==> src/rtl/serial_add_ctrl_pkg.sv <==
// Shared definitions for the bit-serial adder sequencer.
package serial_add_ctrl_pkg;

    localparam int unsigned ST_W    = 2;
    localparam logic [1:0]  ST_IDLE_ENC = 2'd0;
    localparam logic [1:0]  ST_RUN_ENC  = 2'd1;
    localparam logic [1:0]  ST_DONE_ENC = 2'd2;

    typedef enum logic [ST_W-1:0] {
        ST_IDLE = ST_IDLE_ENC,
        ST_RUN  = ST_RUN_ENC,
        ST_DONE = ST_DONE_ENC
    } state_t;

    // An operation is in flight from the accepting edge until the DONE cycle ends.
    function automatic logic is_busy(input state_t s);
        return (s == ST_RUN) || (s == ST_DONE);
    endfunction

endpackage

==> src/rtl/serial_add_ctrl_if.sv <==
// Start/busy/done request bus with operands and result for serial_add_ctrl.
interface serial_add_ctrl_if #(
    parameter int unsigned WIDTH = 8
);
    logic             start;
    logic [WIDTH-1:0] a;
    logic [WIDTH-1:0] b;
    logic             cin;
    logic             busy;
    logic             done;
    logic [WIDTH-1:0] sum;
    logic             co;

    modport master (output start, a, b, cin, input  busy, done, sum, co);
    modport slave  (input  start, a, b, cin, output busy, done, sum, co);
endinterface

==> src/rtl/serial_add_ctrl_fa.sv <==
// Existing 1-bit full adder reused as the serial datapath.
module fa (
    input  logic a,
    input  logic b,
    input  logic cin,
    output logic sum,
    output logic co
);
    assign sum = a ^ b ^ cin;
    assign co  = (a & b) | (a & cin) | (b & cin);
endmodule

==> src/rtl/serial_add_ctrl.sv <==
// Bit-serial adder sequencer: {co,sum} = a + b + cin, one bit per clock
// through a single full adder, LSB first.
module serial_add_ctrl
    import serial_add_ctrl_pkg::*;
#(
    parameter int unsigned WIDTH = 8
) (
    input  logic              clk,
    input  logic              rst_n,
    serial_add_ctrl_if.slave  bus
);

    localparam int unsigned CNT_W = (WIDTH < 2) ? 1 : $clog2(WIDTH);

    state_t             r_state;
    logic [WIDTH-1:0]   r_a_sh;
    logic [WIDTH-1:0]   r_b_sh;
    logic [WIDTH-1:0]   r_s_sh;
    logic               r_c;
    logic [CNT_W-1:0]   r_cnt;
    logic [WIDTH-1:0]   r_sum;
    logic               r_co;

    logic               w_fa_sum;
    logic               w_fa_co;

    fa u_fa (
        .a   (r_a_sh[0]),
        .b   (r_b_sh[0]),
        .cin (r_c),
        .sum (w_fa_sum),
        .co  (w_fa_co)
    );

    // Sequencer and datapath registers; sum/co only change on the final RUN edge.
    always_ff @(posedge clk or negedge rst_n) begin
        if (!rst_n) begin
            r_state <= ST_IDLE;
            r_a_sh  <= '0;
            r_b_sh  <= '0;
            r_s_sh  <= '0;
            r_c     <= 1'b0;
            r_cnt   <= '0;
            r_sum   <= '0;
            r_co    <= 1'b0;
        end else begin
            case (r_state)
                ST_IDLE: begin
                    if (bus.start) begin
                        r_a_sh  <= bus.a;
                        r_b_sh  <= bus.b;
                        r_c     <= bus.cin;
                        r_s_sh  <= '0;
                        r_cnt   <= '0;
                        r_state <= ST_RUN;
                    end
                end
                ST_RUN: begin
                    r_s_sh <= {w_fa_sum, r_s_sh[WIDTH-1:1]};
                    r_a_sh <= r_a_sh >> 1;
                    r_b_sh <= r_b_sh >> 1;
                    r_c    <= w_fa_co;
                    r_cnt  <= r_cnt + CNT_W'(1);
                    if (r_cnt == CNT_W'(WIDTH - 1)) begin
                        r_sum   <= {w_fa_sum, r_s_sh[WIDTH-1:1]};
                        r_co    <= w_fa_co;
                        r_state <= ST_DONE;
                    end
                end
                ST_DONE: begin
                    r_state <= ST_IDLE;
                end
                default: begin
                    r_state <= ST_IDLE;
                end
            endcase
        end
    end

    assign bus.busy = is_busy(r_state);
    assign bus.done = (r_state == ST_DONE);
    assign bus.sum  = r_sum;
    assign bus.co   = r_co;

endmodule

==> src/flat_wrapper.sv <==
// flat-port wrapper written by rule: the top's interface ports become plain ports
module serial_add_ctrl_flat import serial_add_ctrl_pkg::*;
#(
    parameter int unsigned WIDTH = 8
)
  (clk, rst_n, bus_start, bus_a, bus_b, bus_cin, bus_busy, bus_done, bus_sum, bus_co);
  serial_add_ctrl_if #(.WIDTH(WIDTH)) bus_i ();
  input  logic clk;
  input  logic rst_n;
  input wire logic [$bits(bus_i.start)-1:0] bus_start;
  input wire logic [$bits(bus_i.a)-1:0] bus_a;
  input wire logic [$bits(bus_i.b)-1:0] bus_b;
  input wire logic [$bits(bus_i.cin)-1:0] bus_cin;
  output wire logic [$bits(bus_i.busy)-1:0] bus_busy;
  output wire logic [$bits(bus_i.done)-1:0] bus_done;
  output wire logic [$bits(bus_i.sum)-1:0] bus_sum;
  output wire logic [$bits(bus_i.co)-1:0] bus_co;
  assign bus_i.start = bus_start;
  assign bus_i.a = bus_a;
  assign bus_i.b = bus_b;
  assign bus_i.cin = bus_cin;
  assign bus_busy = bus_i.busy;
  assign bus_done = bus_i.done;
  assign bus_sum = bus_i.sum;
  assign bus_co = bus_i.co;
  serial_add_ctrl #(.WIDTH(WIDTH)) u_core (.clk(clk), .rst_n(rst_n), .bus(bus_i));
endmodule
==> config.mk <==
export PLATFORM = sky130hd
export DESIGN_NAME = serial_add_ctrl_flat
export DESIGN_NICKNAME = d
export VERILOG_FILES = /design/src/rtl/serial_add_ctrl_pkg.sv /design/src/rtl/serial_add_ctrl_if.sv /design/src/rtl/serial_add_ctrl_fa.sv /design/src/rtl/serial_add_ctrl.sv /design/src/flat_wrapper.sv
export SDC_FILE = /design/constraint.sdc
export NUM_CORES = 1
export LEC_CHECK = 0
export CAP_MARGIN = 20
export CORE_MARGIN = 5
export CORE_UTILIZATION = 45
export CTS_BUF_LIST = sky130_fd_sc_hd__clkbuf_8
export CTS_CLUSTER_DIAMETER = 40
export DETAILED_ROUTE_END_ITERATION = 12
export PLACE_DENSITY = 0.69
export SLEW_MARGIN = 25
export SYNTH_ARGS = -nofsm -noshare
export SYNTH_HDL_FRONTEND = slang
export SYNTH_SLANG_ARGS = --single-unit
==> constraint.sdc <==
create_clock -name clk -period 1.6 [get_ports clk]
set_input_delay 0.48 -clock clk [delete_from_list [all_inputs] [get_ports clk]]
set_output_delay 0.48 -clock clk [all_outputs]
set_load 0.01 [all_outputs]
==> impl_metrics.yaml <==
global_route:
  gr-total-overflow: 0
  grt_max_degree: 39
  grt_first_pass_wirelength_um: 7020
  track_usage_pct: 16.8
  first_global_vias: 1500
  antenna_found_initial: 0
timing:
  fin_tns_setup_ps: 0
  hold_viol: 0
  fmax_ghz: 0.636
  setup_ws_ps: 28.5
  setup_viol: 0
  max_slew_margin_pct: 83.2
  drv_slew: 0
  tightest_slew_ps: 249
  rsz0062_at_grt: "yes"
  fin_crit_sh_pct: 98.2
  final.setup_skew_ps: 2.61
  layout_min_cycle_time_ps: 1570
synthesis:
  synth_top_family_by_area: "compound AO/OA/AOI/OAI gates"
  synthTopCellsByArea: "dfrtp_1 51%, mux2_2 5.5%, a22o_1 4.7%"
  synth_compound_area_share_pct: 19.4
  synth_mux_area_share_pct: 6.23
  synth_nets: 184
  synth.avg_cell_area_sq_um: 11.7
  synthXorXnorAreaFrac_pct: 0
  seq_area_frac_synth_pct: 51.5
  synth_cell_types: 31
  syn-instance-count: 158
  synth_fa_ha_area_share_pct: 4.47
  synth_simple_gate_area_share_pct: 12.1
  netlist_area_sq_um: 1850
  synth_top_area_share_pct: 51.5
  ys_ff_latch: 38
  ys_warn_count: 0
  yosysTopAreaCell: "dfrtp_1"
die:
  die_area_sq_um: 5490
  die_height_um: 74.1
  initial_core_util_pct: 46.2
  design.core.area_sq_um: 4000
  die-width_um: 74.1
  rows: 23
  boundaryPins: 31
placement:
  portBuffers: 30
  globalplace.congestion: 0.853
  dp_hpwl_um: 2890
  placedCellCount: 245
  place_ws_ps: -346
hold_path:
  min_path_cells: 1
  hold_class: "reg2reg"
routing:
  wirelength_um: 4250
  ant_nets: 0
  dr_total_vias: 1451
  first_pass_iters: 5
  vias_per_cell: 5.62
  dr.first_iter.drc_count: 52
  wl_per_cell_um: 16.5
  drc: 0
worst_setup_path:
  end_kind: "output pin"
  slowest_stage: "dfrtp_1"
  cp_data_required_time_ps: 1120
  r2r_cells: 7
  slowest_delay_ps: 380
  crit_type: "reg2out"
  path_max_fanout: 2
  path_buf_inv: 2
  crit_chain: "inv_2 > ha_4 > buf_6"
  cp_num_cells: 3
  critPathTopFamily: "flip-flops"
  arrival_ps: 1090
  critPathLaunchType: "flip-flop"
clocking:
  ctsRootBufferMaster: "clkbuf_8"
  clk_latency_ps: 290
  cts_buffers: 5
  cts_max_level: 2
  cts_tree: "built"
  ctsHoldBuffers: 0
  clock_path_buffers: 2
  cts_sinks: 38
  clk_pin_slew_ps: 70
layout:
  stdcell_count: 258
  final_nets: 233
  layout_common_cells: "38 x dfrtp_1, 18 x clkdlybuf4s50_1, 15 x buf_4"
  fillers: 327
  area_growth_pct: 35.3
  final_common_cell: "dfrtp_1"
  drive_gt1_share_pct: 30.3
  seq_area_sq_um: 951
  antenna_cells: 0
  multi_input_area_sq_um: 832
run_status:
  status: "finished, final reports clean"
job:
  maxCapViolations: 0
power:
  powerDensity_nw_per_um2: 1910
  leakagePower_nw: 1.14
  vdd_drop_max_uv: 897
-- sequential cells by signal (all words and copies together) (netlist names) --
signal / flops
u_core.r_cnt: 3
u_core.r_s_sh: 7
u_core.bus.sum: 8
u_core.bus.co: 1
u_core.r_state: 2
u_core.r_a_sh: 8
u_core.r_c: 1
u_core.r_b_sh: 8
-- worst paths after layout --
kind                                    from                end  slack [ps]
min in group asynchronous              rst_n  u_core.bus.sum[1]         570
min reg2reg                u_core.bus.sum[0]  u_core.bus.sum[0]         500
max in group asynchronous              rst_n   u_core.r_s_sh[7]         840
max                        u_core.r_state[1]           bus_busy          30
min                        u_core.bus.sum[0]  u_core.bus.sum[0]         500
max reg2reg                u_core.r_state[0]    u_core.r_cnt[1]          50
-- stage by stage --
step                utilization (%)  total power, mW  cell area, sq um  hold WS [ps]
floorplan                         -             3.01              1850           184
global placement               56.7             3.56              2270           478
detailed placement             56.7             3.65              2270           487
CTS                            59.8             4.51              2390           500
global route                   62.5             5.11              2500           523
finish                         62.5             4.77              2500           505
-- timing repair --
action	CTS	global route
setup endpoints to repair	21	28
gates cloned	0	2
buffers inserted	2	1
gates resized for setup	19	15
pin swaps	1	4
-- cell type report --
| class | count | share of cell area, % |
|---|---|---|
| sequential | 38 | 38.0 |
| multi-input combinational | 104 | 33.3 |
| timing repair buffer | 53 | 21.1 |
| clock inverter | 3 | 1.60 |
| tap | 50 | 2.50 |
| inverter | 5 | 0.750 |
| clock buffer | 5 | 2.75 |
-- routing by layer --
| layer | up-vias | share of wire, % | global-route usage (%) |
|---|---|---|---|
| met5 | - | 0 | 0 |
| met4 | 0 | 1.9 | 6.24 |
| met3 | 12 | 5.0 | 4.59 |
| met2 | 51 | 51 | 29.4 |
| met1 | 699 | 42 | 19.6 |
| li1 | 689 | - | - |
-- report_power, final --
group	leakage [nW]	internal (mW)	switching, mW
clock network	0.0579	0.459	0.338
registers	0.474	1.35	0.280
logic	0.613	1.23	1.11
total	1.14	3.04	1.73
-- logic make-up (layout without fill, tap and decap cells) --
kind of cell | after synthesis | count (layout)
and+or+nand+nor | 43 | 44
buffers and inverters | 17 | 66
AOI/OAI and AO/OA | 44 | 44
muxes | 10 | 10
adders and majority gates | 6 | 6
DFF | 38 | 38
-- cell usage after synthesis, drive strengths merged --
master,instances
a22o,10
o221a,3
a221oi,1
dfrtp,38
ha,5
clkbuf,1
nand2b,2
and3b,1
nor2b,1
o21ai,5
nand4,3
o22a,2
mux2,9
a21oi,4
mux2i,1
nor2,13
o22ai,10
nand3,6
or3,2
nand2,6
fa,1
inv,5
buf,11
a211oi,9
nor3,9
(Power assumes the default switching activity.)
